$ cat src/rtl/fir_bram_ctrl_if.sv
// Bus bundle between the FIR batch sequencer and its surroundings.
// The signals group into the top-level command/status pair, the input BRAM
// read port, the FIR filter port and the output BRAM write port.
//   i_start, i_length, i_rd_base, i_wr_base : batch command
//   o_busy, o_done                          : batch status
//   o_rd_en, o_rd_addr, i_rd_data           : input BRAM read port
//   o_fir_reset, o_fir_en, o_fir_signal,
//   i_fir_signal                            : FIR filter port
//   o_wr_en, o_wr_addr, o_wr_data           : output BRAM write port
// The master modport is the sequencer; the slave modport is everything around it.
interface fir_bram_ctrl_if #(
    parameter int WW_ADDR = 10,
    parameter int WW_DATA = 8
);
    logic               i_start;
    logic [WW_ADDR-1:0] i_length;
    logic [WW_ADDR-1:0] i_rd_base;
    logic [WW_ADDR-1:0] i_wr_base;
    logic               o_busy;
    logic               o_done;
    logic               o_rd_en;
    logic [WW_ADDR-1:0] o_rd_addr;
    logic [WW_DATA-1:0] i_rd_data;
    logic               o_fir_reset;
    logic               o_fir_en;
    logic [WW_DATA-1:0] o_fir_signal;
    logic [WW_DATA-1:0] i_fir_signal;
    logic               o_wr_en;
    logic [WW_ADDR-1:0] o_wr_addr;
    logic [WW_DATA-1:0] o_wr_data;

    modport master (
        input  i_start, i_length, i_rd_base, i_wr_base, i_rd_data, i_fir_signal,
        output o_busy, o_done, o_rd_en, o_rd_addr, o_fir_reset, o_fir_en,
               o_fir_signal, o_wr_en, o_wr_addr, o_wr_data
    );

    modport slave (
        output i_start, i_length, i_rd_base, i_wr_base, i_rd_data, i_fir_signal,
        input  o_busy, o_done, o_rd_en, o_rd_addr, o_fir_reset, o_fir_en,
               o_fir_signal, o_wr_en, o_wr_addr, o_wr_data
    );
endinterface

$ cat src/rtl/fir_bram_ctrl.sv
// Batch sequencer for the BRAM-backed FIR datapath.
// On start it clears the FIR history for one cycle, streams i_length samples
// from the input BRAM region into the FIR one per clock, and writes each
// filtered result to the output BRAM region. Read data and FIR results are
// aligned by two enable shift chains (BRAM read latency, FIR latency).
// Ports:
//   i_clock : rising-edge clock
//   i_reset : synchronous active-high reset (also forces the FIR clear)
//   bus     : fir_bram_ctrl_if master modport (command, status, BRAM and FIR ports)
module fir_bram_ctrl #(
    parameter int WW_ADDR     = 10,
    parameter int WW_DATA     = 8,
    parameter int RD_LATENCY  = 1,
    parameter int FIR_LATENCY = 3
) (
    input  logic            i_clock,
    input  logic            i_reset,
    fir_bram_ctrl_if.master bus
);

    localparam logic [2:0] ST_IDLE  = 3'd0;
    localparam logic [2:0] ST_CLEAR = 3'd1;
    localparam logic [2:0] ST_READ  = 3'd2;
    localparam logic [2:0] ST_DRAIN = 3'd3;
    localparam logic [2:0] ST_DONE  = 3'd4;

    localparam logic [WW_ADDR-1:0] ADDR_ZERO = {WW_ADDR{1'b0}};
    localparam logic [WW_ADDR-1:0] ADDR_ONE  = {{(WW_ADDR-1){1'b0}}, 1'b1};

    logic [2:0]             state_r;
    logic [2:0]             state_s;
    logic [WW_ADDR-1:0]     len_r;
    logic [WW_ADDR-1:0]     rd_base_r;
    logic [WW_ADDR-1:0]     wr_base_r;
    logic [WW_ADDR-1:0]     rd_cnt_r;
    logic [WW_ADDR-1:0]     wr_cnt_r;
    logic [WW_ADDR-1:0]     rd_addr_r;
    logic                   rd_en_r;
    logic                   busy_r;
    logic                   done_r;
    logic                   clear_r;
    logic [RD_LATENCY-1:0]  rd_pipe_r;
    logic [FIR_LATENCY-1:0] wr_pipe_r;
    logic [WW_ADDR-1:0]     len_m1_s;
    logic                   last_rd_s;
    logic                   last_wr_s;
    logic                   fir_en_s;
    logic                   wr_en_s;

    assign fir_en_s  = rd_pipe_r[RD_LATENCY-1];
    assign wr_en_s   = wr_pipe_r[FIR_LATENCY-1];
    assign len_m1_s  = len_r - ADDR_ONE;
    assign last_rd_s = (rd_cnt_r == len_m1_s);
    assign last_wr_s = wr_en_s && (wr_cnt_r == len_m1_s);

    // Next-state decode for the batch FSM.
    always_comb begin
        state_s = state_r;
        case (state_r)
            ST_IDLE: begin
                if (bus.i_start) begin
                    // A zero-length batch skips the FIR clear and all transfers.
                    state_s = (bus.i_length == ADDR_ZERO) ? ST_DONE : ST_CLEAR;
                end else begin
                    state_s = ST_IDLE;
                end
            end
            ST_CLEAR: state_s = ST_READ;
            ST_READ: begin
                if (last_rd_s) begin
                    state_s = ST_DRAIN;
                end else begin
                    state_s = ST_READ;
                end
            end
            ST_DRAIN: begin
                if (last_wr_s) begin
                    state_s = ST_DONE;
                end else begin
                    state_s = ST_DRAIN;
                end
            end
            ST_DONE: state_s = ST_IDLE;
            default: state_s = ST_IDLE;
        endcase
    end

    // FSM state, status flags, read address generation and enable pipelines.
    always_ff @(posedge i_clock) begin
        if (i_reset) begin
            state_r   <= ST_IDLE;
            len_r     <= ADDR_ZERO;
            rd_base_r <= ADDR_ZERO;
            wr_base_r <= ADDR_ZERO;
            rd_cnt_r  <= ADDR_ZERO;
            wr_cnt_r  <= ADDR_ZERO;
            rd_addr_r <= ADDR_ZERO;
            rd_en_r   <= 1'b0;
            busy_r    <= 1'b0;
            done_r    <= 1'b0;
            clear_r   <= 1'b0;
            rd_pipe_r <= {RD_LATENCY{1'b0}};
            wr_pipe_r <= {FIR_LATENCY{1'b0}};
        end else begin
            state_r <= state_s;
            busy_r  <= (state_s != ST_IDLE);
            done_r  <= (state_s == ST_DONE);
            clear_r <= (state_s == ST_CLEAR);

            // Read-valid chain: o_rd_en delayed by the BRAM read latency.
            rd_pipe_r[0] <= rd_en_r;
            for (int i = 1; i < RD_LATENCY; i++) begin
                rd_pipe_r[i] <= rd_pipe_r[i-1];
            end
            // Write-valid chain: FIR input enable delayed by the FIR latency.
            wr_pipe_r[0] <= fir_en_s;
            for (int i = 1; i < FIR_LATENCY; i++) begin
                wr_pipe_r[i] <= wr_pipe_r[i-1];
            end

            // Write index restarts with every batch and steps on each write.
            if (state_r == ST_IDLE) begin
                wr_cnt_r <= ADDR_ZERO;
            end else if (wr_en_s) begin
                wr_cnt_r <= wr_cnt_r + ADDR_ONE;
            end else begin
                wr_cnt_r <= wr_cnt_r;
            end

            case (state_r)
                ST_IDLE: begin
                    // Parameters are captured only here, so a mid-batch start has no effect.
                    if (bus.i_start) begin
                        len_r     <= bus.i_length;
                        rd_base_r <= bus.i_rd_base;
                        wr_base_r <= bus.i_wr_base;
                    end else begin
                        len_r     <= len_r;
                    end
                    rd_cnt_r  <= ADDR_ZERO;
                    rd_addr_r <= ADDR_ZERO;
                    rd_en_r   <= 1'b0;
                end
                ST_CLEAR: begin
                    // Present the first read as READ begins.
                    rd_cnt_r  <= ADDR_ZERO;
                    rd_addr_r <= rd_base_r;
                    rd_en_r   <= 1'b1;
                end
                ST_READ: begin
                    if (last_rd_s) begin
                        rd_addr_r <= ADDR_ZERO;
                        rd_en_r   <= 1'b0;
                    end else begin
                        rd_cnt_r  <= rd_cnt_r + ADDR_ONE;
                        rd_addr_r <= rd_addr_r + ADDR_ONE;
                        rd_en_r   <= 1'b1;
                    end
                end
                default: begin
                    rd_addr_r <= ADDR_ZERO;
                    rd_en_r   <= 1'b0;
                end
            endcase
        end
    end

    assign bus.o_busy       = busy_r;
    assign bus.o_done       = done_r;
    assign bus.o_fir_reset  = i_reset | clear_r;
    assign bus.o_rd_en      = rd_en_r;
    assign bus.o_rd_addr    = rd_addr_r;
    assign bus.o_fir_en     = fir_en_s;
    assign bus.o_fir_signal = bus.i_rd_data;
    assign bus.o_wr_en      = wr_en_s;
    // Address is forced to zero outside write cycles so idle outputs stay quiet.
    assign bus.o_wr_addr    = wr_en_s ? (wr_base_r + wr_cnt_r) : ADDR_ZERO;
    assign bus.o_wr_data    = bus.i_fir_signal;

endmodule

$ cat src/flat_wrapper.sv
// flat-port wrapper written by rule: the top's interface ports become plain ports
module fir_bram_ctrl_flat 
#(
    parameter int WW_ADDR     = 10,
    parameter int WW_DATA     = 8,
    parameter int RD_LATENCY  = 1,
    parameter int FIR_LATENCY = 3
)
  (i_clock, i_reset, bus_i_start, bus_i_length, bus_i_rd_base, bus_i_wr_base, bus_i_rd_data, bus_i_fir_signal, bus_o_busy, bus_o_done, bus_o_rd_en, bus_o_rd_addr, bus_o_fir_reset, bus_o_fir_en, bus_o_fir_signal, bus_o_wr_en, bus_o_wr_addr, bus_o_wr_data);
  fir_bram_ctrl_if #(.WW_ADDR(WW_ADDR), .WW_DATA(WW_DATA)) bus_i ();
  input  logic i_clock;
  input  logic i_reset;
  input wire logic [$bits(bus_i.i_start)-1:0] bus_i_start;
  input wire logic [$bits(bus_i.i_length)-1:0] bus_i_length;
  input wire logic [$bits(bus_i.i_rd_base)-1:0] bus_i_rd_base;
  input wire logic [$bits(bus_i.i_wr_base)-1:0] bus_i_wr_base;
  input wire logic [$bits(bus_i.i_rd_data)-1:0] bus_i_rd_data;
  input wire logic [$bits(bus_i.i_fir_signal)-1:0] bus_i_fir_signal;
  output wire logic [$bits(bus_i.o_busy)-1:0] bus_o_busy;
  output wire logic [$bits(bus_i.o_done)-1:0] bus_o_done;
  output wire logic [$bits(bus_i.o_rd_en)-1:0] bus_o_rd_en;
  output wire logic [$bits(bus_i.o_rd_addr)-1:0] bus_o_rd_addr;
  output wire logic [$bits(bus_i.o_fir_reset)-1:0] bus_o_fir_reset;
  output wire logic [$bits(bus_i.o_fir_en)-1:0] bus_o_fir_en;
  output wire logic [$bits(bus_i.o_fir_signal)-1:0] bus_o_fir_signal;
  output wire logic [$bits(bus_i.o_wr_en)-1:0] bus_o_wr_en;
  output wire logic [$bits(bus_i.o_wr_addr)-1:0] bus_o_wr_addr;
  output wire logic [$bits(bus_i.o_wr_data)-1:0] bus_o_wr_data;
  assign bus_i.i_start = bus_i_start;
  assign bus_i.i_length = bus_i_length;
  assign bus_i.i_rd_base = bus_i_rd_base;
  assign bus_i.i_wr_base = bus_i_wr_base;
  assign bus_i.i_rd_data = bus_i_rd_data;
  assign bus_i.i_fir_signal = bus_i_fir_signal;
  assign bus_o_busy = bus_i.o_busy;
  assign bus_o_done = bus_i.o_done;
  assign bus_o_rd_en = bus_i.o_rd_en;
  assign bus_o_rd_addr = bus_i.o_rd_addr;
  assign bus_o_fir_reset = bus_i.o_fir_reset;
  assign bus_o_fir_en = bus_i.o_fir_en;
  assign bus_o_fir_signal = bus_i.o_fir_signal;
  assign bus_o_wr_en = bus_i.o_wr_en;
  assign bus_o_wr_addr = bus_i.o_wr_addr;
  assign bus_o_wr_data = bus_i.o_wr_data;
  fir_bram_ctrl #(.WW_ADDR(WW_ADDR), .WW_DATA(WW_DATA), .RD_LATENCY(RD_LATENCY), .FIR_LATENCY(FIR_LATENCY)) u_core (.i_clock(i_clock), .i_reset(i_reset), .bus(bus_i));
endmodule
$ cat config.mk
export PLATFORM = sky130hd
export DESIGN_NAME = fir_bram_ctrl_flat
export DESIGN_NICKNAME = d
export VERILOG_FILES = /design/src/rtl/fir_bram_ctrl_if.sv /design/src/rtl/fir_bram_ctrl.sv /design/src/flat_wrapper.sv
export SDC_FILE = /design/constraint.sdc
export NUM_CORES = 1
export LEC_CHECK = 0
export CORE_UTILIZATION = 46
export CTS_CLUSTER_DIAMETER = 30
export DETAILED_ROUTE_END_ITERATION = 7
export PLACE_DENSITY = 0.83
export SLEW_MARGIN = 15
export SYNTH_ARGS = -nofsm -noshare
export SYNTH_HDL_FRONTEND = slang
export SYNTH_SLANG_ARGS = --single-unit
$ cat constraint.sdc
create_clock -name i_clock -period 3 [get_ports i_clock]
set_input_delay 0.75 -clock i_clock [delete_from_list [all_inputs] [get_ports i_clock]]
set_output_delay 0.75 -clock i_clock [all_outputs]
set_load 0.01 [all_outputs]
=== Word-level counts from Yosys, hierarchy flattened ===
Cells that the tools add are included.

* Bits in registers: 71
* Input bits: 49
* Output and inout port bits: 42
* Word-level logic and storage cells: 48

* $add $sub $neg: 5
* Equal/unequal tests: 8
* Mux-type cells: 12
* Bitwise gates (word level): 1
* Reduce and logical (&&, ||, !) cells: 9

{| class="wikitable"
|+ Operator list
! operator !! count
|-
| $pmux W10 S2 || 2
|-
| $add A10 B1 Y10 const B || 3
|-
| $mux W10 || 3
|-
| $eq A10 B10 Y1 || 2
|-
| $pmux W3 S4 || 1
|-
| $add A10 B10 Y10 || 1
|-
| $logic_not A10 Y1 || 1
|-
| $sub A10 B1 Y10 const B || 1
|-
| $mux W3 || 3
|-
| $eq A3 B1 Y1 const B || 2
|-
| $eq A3 B2 Y1 const B || 2
|-
| $reduce_and A2 Y1 || 2
|-
| $reduce_or A2 Y1 || 2
|-
| $eq A3 B3 Y1 const B || 1
|-
| $logic_not A3 Y1 || 1
|-
| $reduce_bool A3 Y1 || 1
|-
| $mux W1 || 2
|-
| $ne A2 B2 Y1 const B || 1
|-
| $pmux W1 S2 || 1
|-
| $reduce_bool A2 Y1 || 1
|-
| $logic_and A1 B1 Y1 || 1
|-
| $or A1 B1 Y1 || 1
|}

=== Longest topological paths before layout ===
* Depth after elaboration: 6
* Mapped depth: 13
* Gate-level depth less buffers: 9

=== Least setup slack after synthesis ===
No wires, ideal clock.

* Path kind: flip-flop to flip-flop
* Start: register u_core.len_r[0]
* End: register u_core.rd_cnt_r[4]
* Setup time: 70 ps
* Data arrival time: 2786 ps
* Data required time: 2930 ps
* Slack: 144 ps
* Stages on the path, launching flop included: 14
* Buffers on the path: 4
* Clock period less this slack: 2856 ps
* Cell sequence: dfxtp_1 clkbuf_1 inv_1 ha_1 buf_2 or4b_1 buf_6 nor2_8 xor2_2 a211oi_1 a311o_1 buf_6 or4_1 a21oi_1

* Cells in the longest elaborated chain, start to end: 4

{| class="wikitable"
|+ RTL lines
! item !! line !! RTL
|-
| start: declaration || fir_bram_ctrl.sv:32 || <nowiki>logic [WW_ADDR-1:0] len_r;</nowiki>
|-
| start signal: assignment || fir_bram_ctrl.sv:134 || <nowiki>len_r <= bus.i_length;</nowiki>
|-
| start signal: assignment || fir_bram_ctrl.sv:138 || <nowiki>len_r <= len_r;</nowiki>
|-
| $sub A10 B1 Y10 || fir_bram_ctrl.sv:52 || <nowiki>assign len_m1_s = len_r - ADDR_ONE;</nowiki>
|-
| $eq A10 B10 Y1 || fir_bram_ctrl.sv:53 || <nowiki>assign last_rd_s = (rd_cnt_r == len_m1_s);</nowiki>
|-
| $ne A2 B2 Y1 (no source line) || - ||
|-
| $reduce_and A2 Y1 (no source line) || - ||
|-
| end signal: assignment || fir_bram_ctrl.sv:155 || <nowiki>rd_cnt_r <= rd_cnt_r + ADDR_ONE;</nowiki>
|-
| end: declaration || fir_bram_ctrl.sv:35 || <nowiki>logic [WW_ADDR-1:0] rd_cnt_r;</nowiki>
|}

Every way passes these cells.
A chain may end at the register's enable or synchronous reset.

=== Worst setup path after layout ===
* Start: register u_core.wr_cnt_r[0]
* End: output bus_o_wr_addr[8]

* Cells in the longest elaborated chain, start to end: 2

{| class="wikitable"
|+ RTL lines
! item !! line !! RTL
|-
| start: declaration || fir_bram_ctrl.sv:36 || <nowiki>logic [WW_ADDR-1:0] wr_cnt_r;</nowiki>
|-
| start signal: assignment || fir_bram_ctrl.sv:125 || <nowiki>wr_cnt_r <= wr_cnt_r + ADDR_ONE;</nowiki>
|-
| start signal: assignment || fir_bram_ctrl.sv:127 || <nowiki>wr_cnt_r <= wr_cnt_r;</nowiki>
|-
| $add A10 B10 Y10 || fir_bram_ctrl.sv:177 || <nowiki>assign bus.o_wr_addr = wr_en_s ? (wr_base_r + wr_cnt_r) : ADDR_ZERO;</nowiki>
|-
| $mux W10 || fir_bram_ctrl.sv:177 ||
|-
| end: declaration || flat_wrapper.sv:27 || <nowiki>output wire logic [$bits(bus_i.o_wr_addr)-1:0] bus_o_wr_addr;</nowiki>
|}

Every way passes these cells.

==> results.md <==
* Total track usage at 0.230
* Grt ovf at 0
* Ports at between 90 and 100
* Actual slew at the worst max-slew pin at around 0.55 ns
* WL/cell at approximately 16 um
* Unrepaired setup endpoints after global routing: true
* Final hold violation count at 0
* Hpwl dp at about 7500 um
* Yosys synthesis warning count at 0
* Largest cells by area after synthesis: dfxtp_1 35%, nand2_1 7.8%, a21oi_1 6.1%, xor2_1 4.7%, xnor2_1 4.5%
* Via-to-Cell Ratio at about 5.7
* Clk_lat worst skew at 0.35 ns
* Hold Crit Class: reg -> reg
* Largest area contributor in the netlist: dfxtp_1
* Bufs on Longest Clock Path at 2
* Setup violators final at 3
* Cell Rows at 34
* Tcrit/Tclk final at 1.11
* WHS at 0.440 ns
* DRT Pass-1 Iters at 5
* Crit end category: output pin
* Crit-path max FO at 2
* Share of layout cells above drive strength 1 at 0.156
* IO Port Bufs at between 50 and 60
* Crit path launch type: register
* Synth Cell Area at just over 4000 um2
* Mapped Avg Cell Area at a little under 8 um2
* # H-tree levels at 3
* Netlist cell types at 56
* Root buf cell: clkbuf_8
* Clock Skew at roughly 0.0066 ns
* Post-CTS Hold Buffers at 0
* Layout area overhead at 23.2%
* Placed inst area at 4750 um2
* CORE AREA at about 8700 um2
* Peak supply drop at 0.268 mV
* Die Span Y at 96.6 um
* Vias at ~3,900
* Clk sinks at between 70 and 80
* Fin nets at between 600 and 700
* Antenna diodes at 0
* Vias in the first global route at 3,892
* CP required at around 2.3 ns
* Slew Limit Fails at 0
* CTS tree: yes
* Initial core utilization at 0.474
* ANT nets after route at 0
* Die footprint at between 9000 and 10,000 um2
* Synth top area share at 0.345
* Pwr dens at roughly 420 nW/um2
* WL final at roughly 11,000 um
* Highest Clock Rate at between 0.2 and 0.3 GHz
* First-pass GRT wire length at between 15,000 and 20,000 um
* DRC Markers at 0
* Sequential area share after synthesis at 0.345
* Final worst slack at -0.335 ns
* Largest net degree at the start of global routing at 54
* Mapped Nets at between 500 and 600
* Max-Cap Viols at 0
* Slew margin rel. at 0.631
* Fillers at around 760
* CTS Buf Count at 9
* Initial DRC Count at between 200 and 250
* Final Power at 2.12 mW
* Clock-pin transition on the worst setup and hold timing paths at 0.08 ns
* Worst EP arrival at 2.58 ns
* Setup_tns at -0.575 ns
* Initial antenna violation count at 0
* Die W at a little under 100 um
* Status: complete, but fails checks
* Leak Pwr at 1.95 nW
* Setup WS pre-CTS at -0.396 ns
* Number of synthesized register bits at 71
* Most used DFF post-synth: dfxtp_1
* Synth async-reset ratio at 0
* WS Path Type: reg -> out
* Design area at slightly above 5000 um2
* Post-synth EDFFs at 0
* Violated checks: negative setup slack
* Period minus WS final at between 3 and 4 ns
* Routability cong. at ~0.9
* Synth Instances at between 500 and 600
## area by class of cell
cell class | count | area, um2 | share of cell area
multi-input cells | 385 | 2460 | 0.484
clock inverters | 6 | 45.0 | 0.00888
repair buffers | 95 | 837 | 0.165
well taps | 108 | 135 | 0.0266
clock buffers | 10 | 138 | 0.0271
flip-flops and latches | 71 | 1430 | 0.281
inverters | 9 | 33.8 | 0.00666
## through the flow
step,instances,utilization
2_1_floorplan,521,-
3_3_place_gp,662,0.547
3_5_place_dp,662,0.547
4_1_cts,684,0.579
5_1_grt,684,0.584
6_report,684,0.584
## critical path: stages (launching register included)
cell and delay, ns:
dfxtp_2 0.34, ha_4 0.16, buf_6 0.11, fa_2 0.34, a21o_1 0.19, a21oi_2 0.14, o21bai_1 0.11, a21oi_2 0.19
buf_4 0.14, o21ai_2 0.07, xor2_1 0.15, and2_1 0.17, buf_2 0.14
## state kept, by name, indices dropped and copies added, names as in the netlist, 3 cells and up
register / cells
u_core.state_r: 3
u_core.rd_cnt_r: 10
u_core.wr_cnt_r: 10
u_core.rd_base_r: 10
u_core.bus.o_rd_addr: 10
u_core.len_r: 10
u_core.wr_pipe_r: 3
u_core.wr_base_r: 10
## timing repair
action                     in CTS  in global routing
setup buffers                  16                  4
pin swaps                       8                  3
gates resized for setup        42                 10
cloned                          0                  0
setup endpoints to repair      21                 27
## power breakdown
| group | leakage, nW | switching (mW) | total [mW] | internal (mW) |
|---|---|---|---|---|
| combinational | 1.28 | 0.222 | 0.397 | 0.175 |
| sequential | 0.580 | 0.0355 | 1.02 | 0.980 |
| clock | 0.0902 | 0.384 | 0.710 | 0.326 |
| total | 1.95 | 0.641 | 2.12 | 1.48 |
## kinds of logic (layout without fill, tap and decap cells)
family / after synthesis / in the layout / synth area share
compound gates: 107 / 107 / 0.167
xor+xnor: 44 / 44 / 0.0954
fa+ha+maj: 14 / 14 / 0.0444
buf+inv: 65 / 120 / 0.0839
flops: 71 / 71 / 0.345
mux: 6 / 6 / 0.0146
simple gates: 214 / 214 / 0.249
## final timing paths
path                            cells past startpoint  slack (ns)           startpoint                   to
worst max-delay path                               12       -0.33   u_core.wr_cnt_r[0]     bus_o_wr_addr[8]
worst max register to register                      9        0.16      u_core.len_r[0]   u_core.rd_cnt_r[4]
worst min register to register                      1        0.44  u_core.wr_pipe_r[1]  u_core.wr_pipe_r[2]
worst min-delay path                                1        0.44  u_core.wr_pipe_r[1]  u_core.wr_pipe_r[2]
## routing by layer
metal | up-vias | part of all wire | global-route usage
met1 | 1838 | 0.42 | 0.285
met4 | 0 | 0.041 | 0.122
met5 | - | 0 | 0
li1 | 1884 | - | -
met2 | 155 | 0.47 | 0.386
met3 | 41 | 0.064 | 0.0340
## Yosys cell counts, drive strengths merged, types with 2 or more instances
cell     number
buf          25
xnor2        21
or3           8
o31ai         4
nand3        16
nand4b        2
nor3b         3
or4b          2
a2111oi       2
a211o         2
mux2i         6
ha           13
nor4          7
nor2b         5
or4           2
a21o          2
o21ai        14
dfxtp        71
nand2        86
a22oi         2
nand4         8
clkbuf       31
inv           9
a21oi        50
xor2         23
a311oi        2
a32oi        10
nor3         11
and2         12
o221ai        2
or2           3
o21bai        3
and3          5
nor2         41
o211ai        4
o31a          3
## layout by cell type, fill, tap and decap left out, drive strengths merged, types with 12 or more instances in the layout
cell,synthesis,layout
ha,13,13
dfxtp,71,71
buf,25,43
a21oi,50,50
o21ai,14,14
nand3,16,16
clkdlybuf4s50,0,49
and2,12,12
xor2,23,23
nand2,86,86
xnor2,21,21
nor2,41,41
Power figures use the tool's default switching activity.
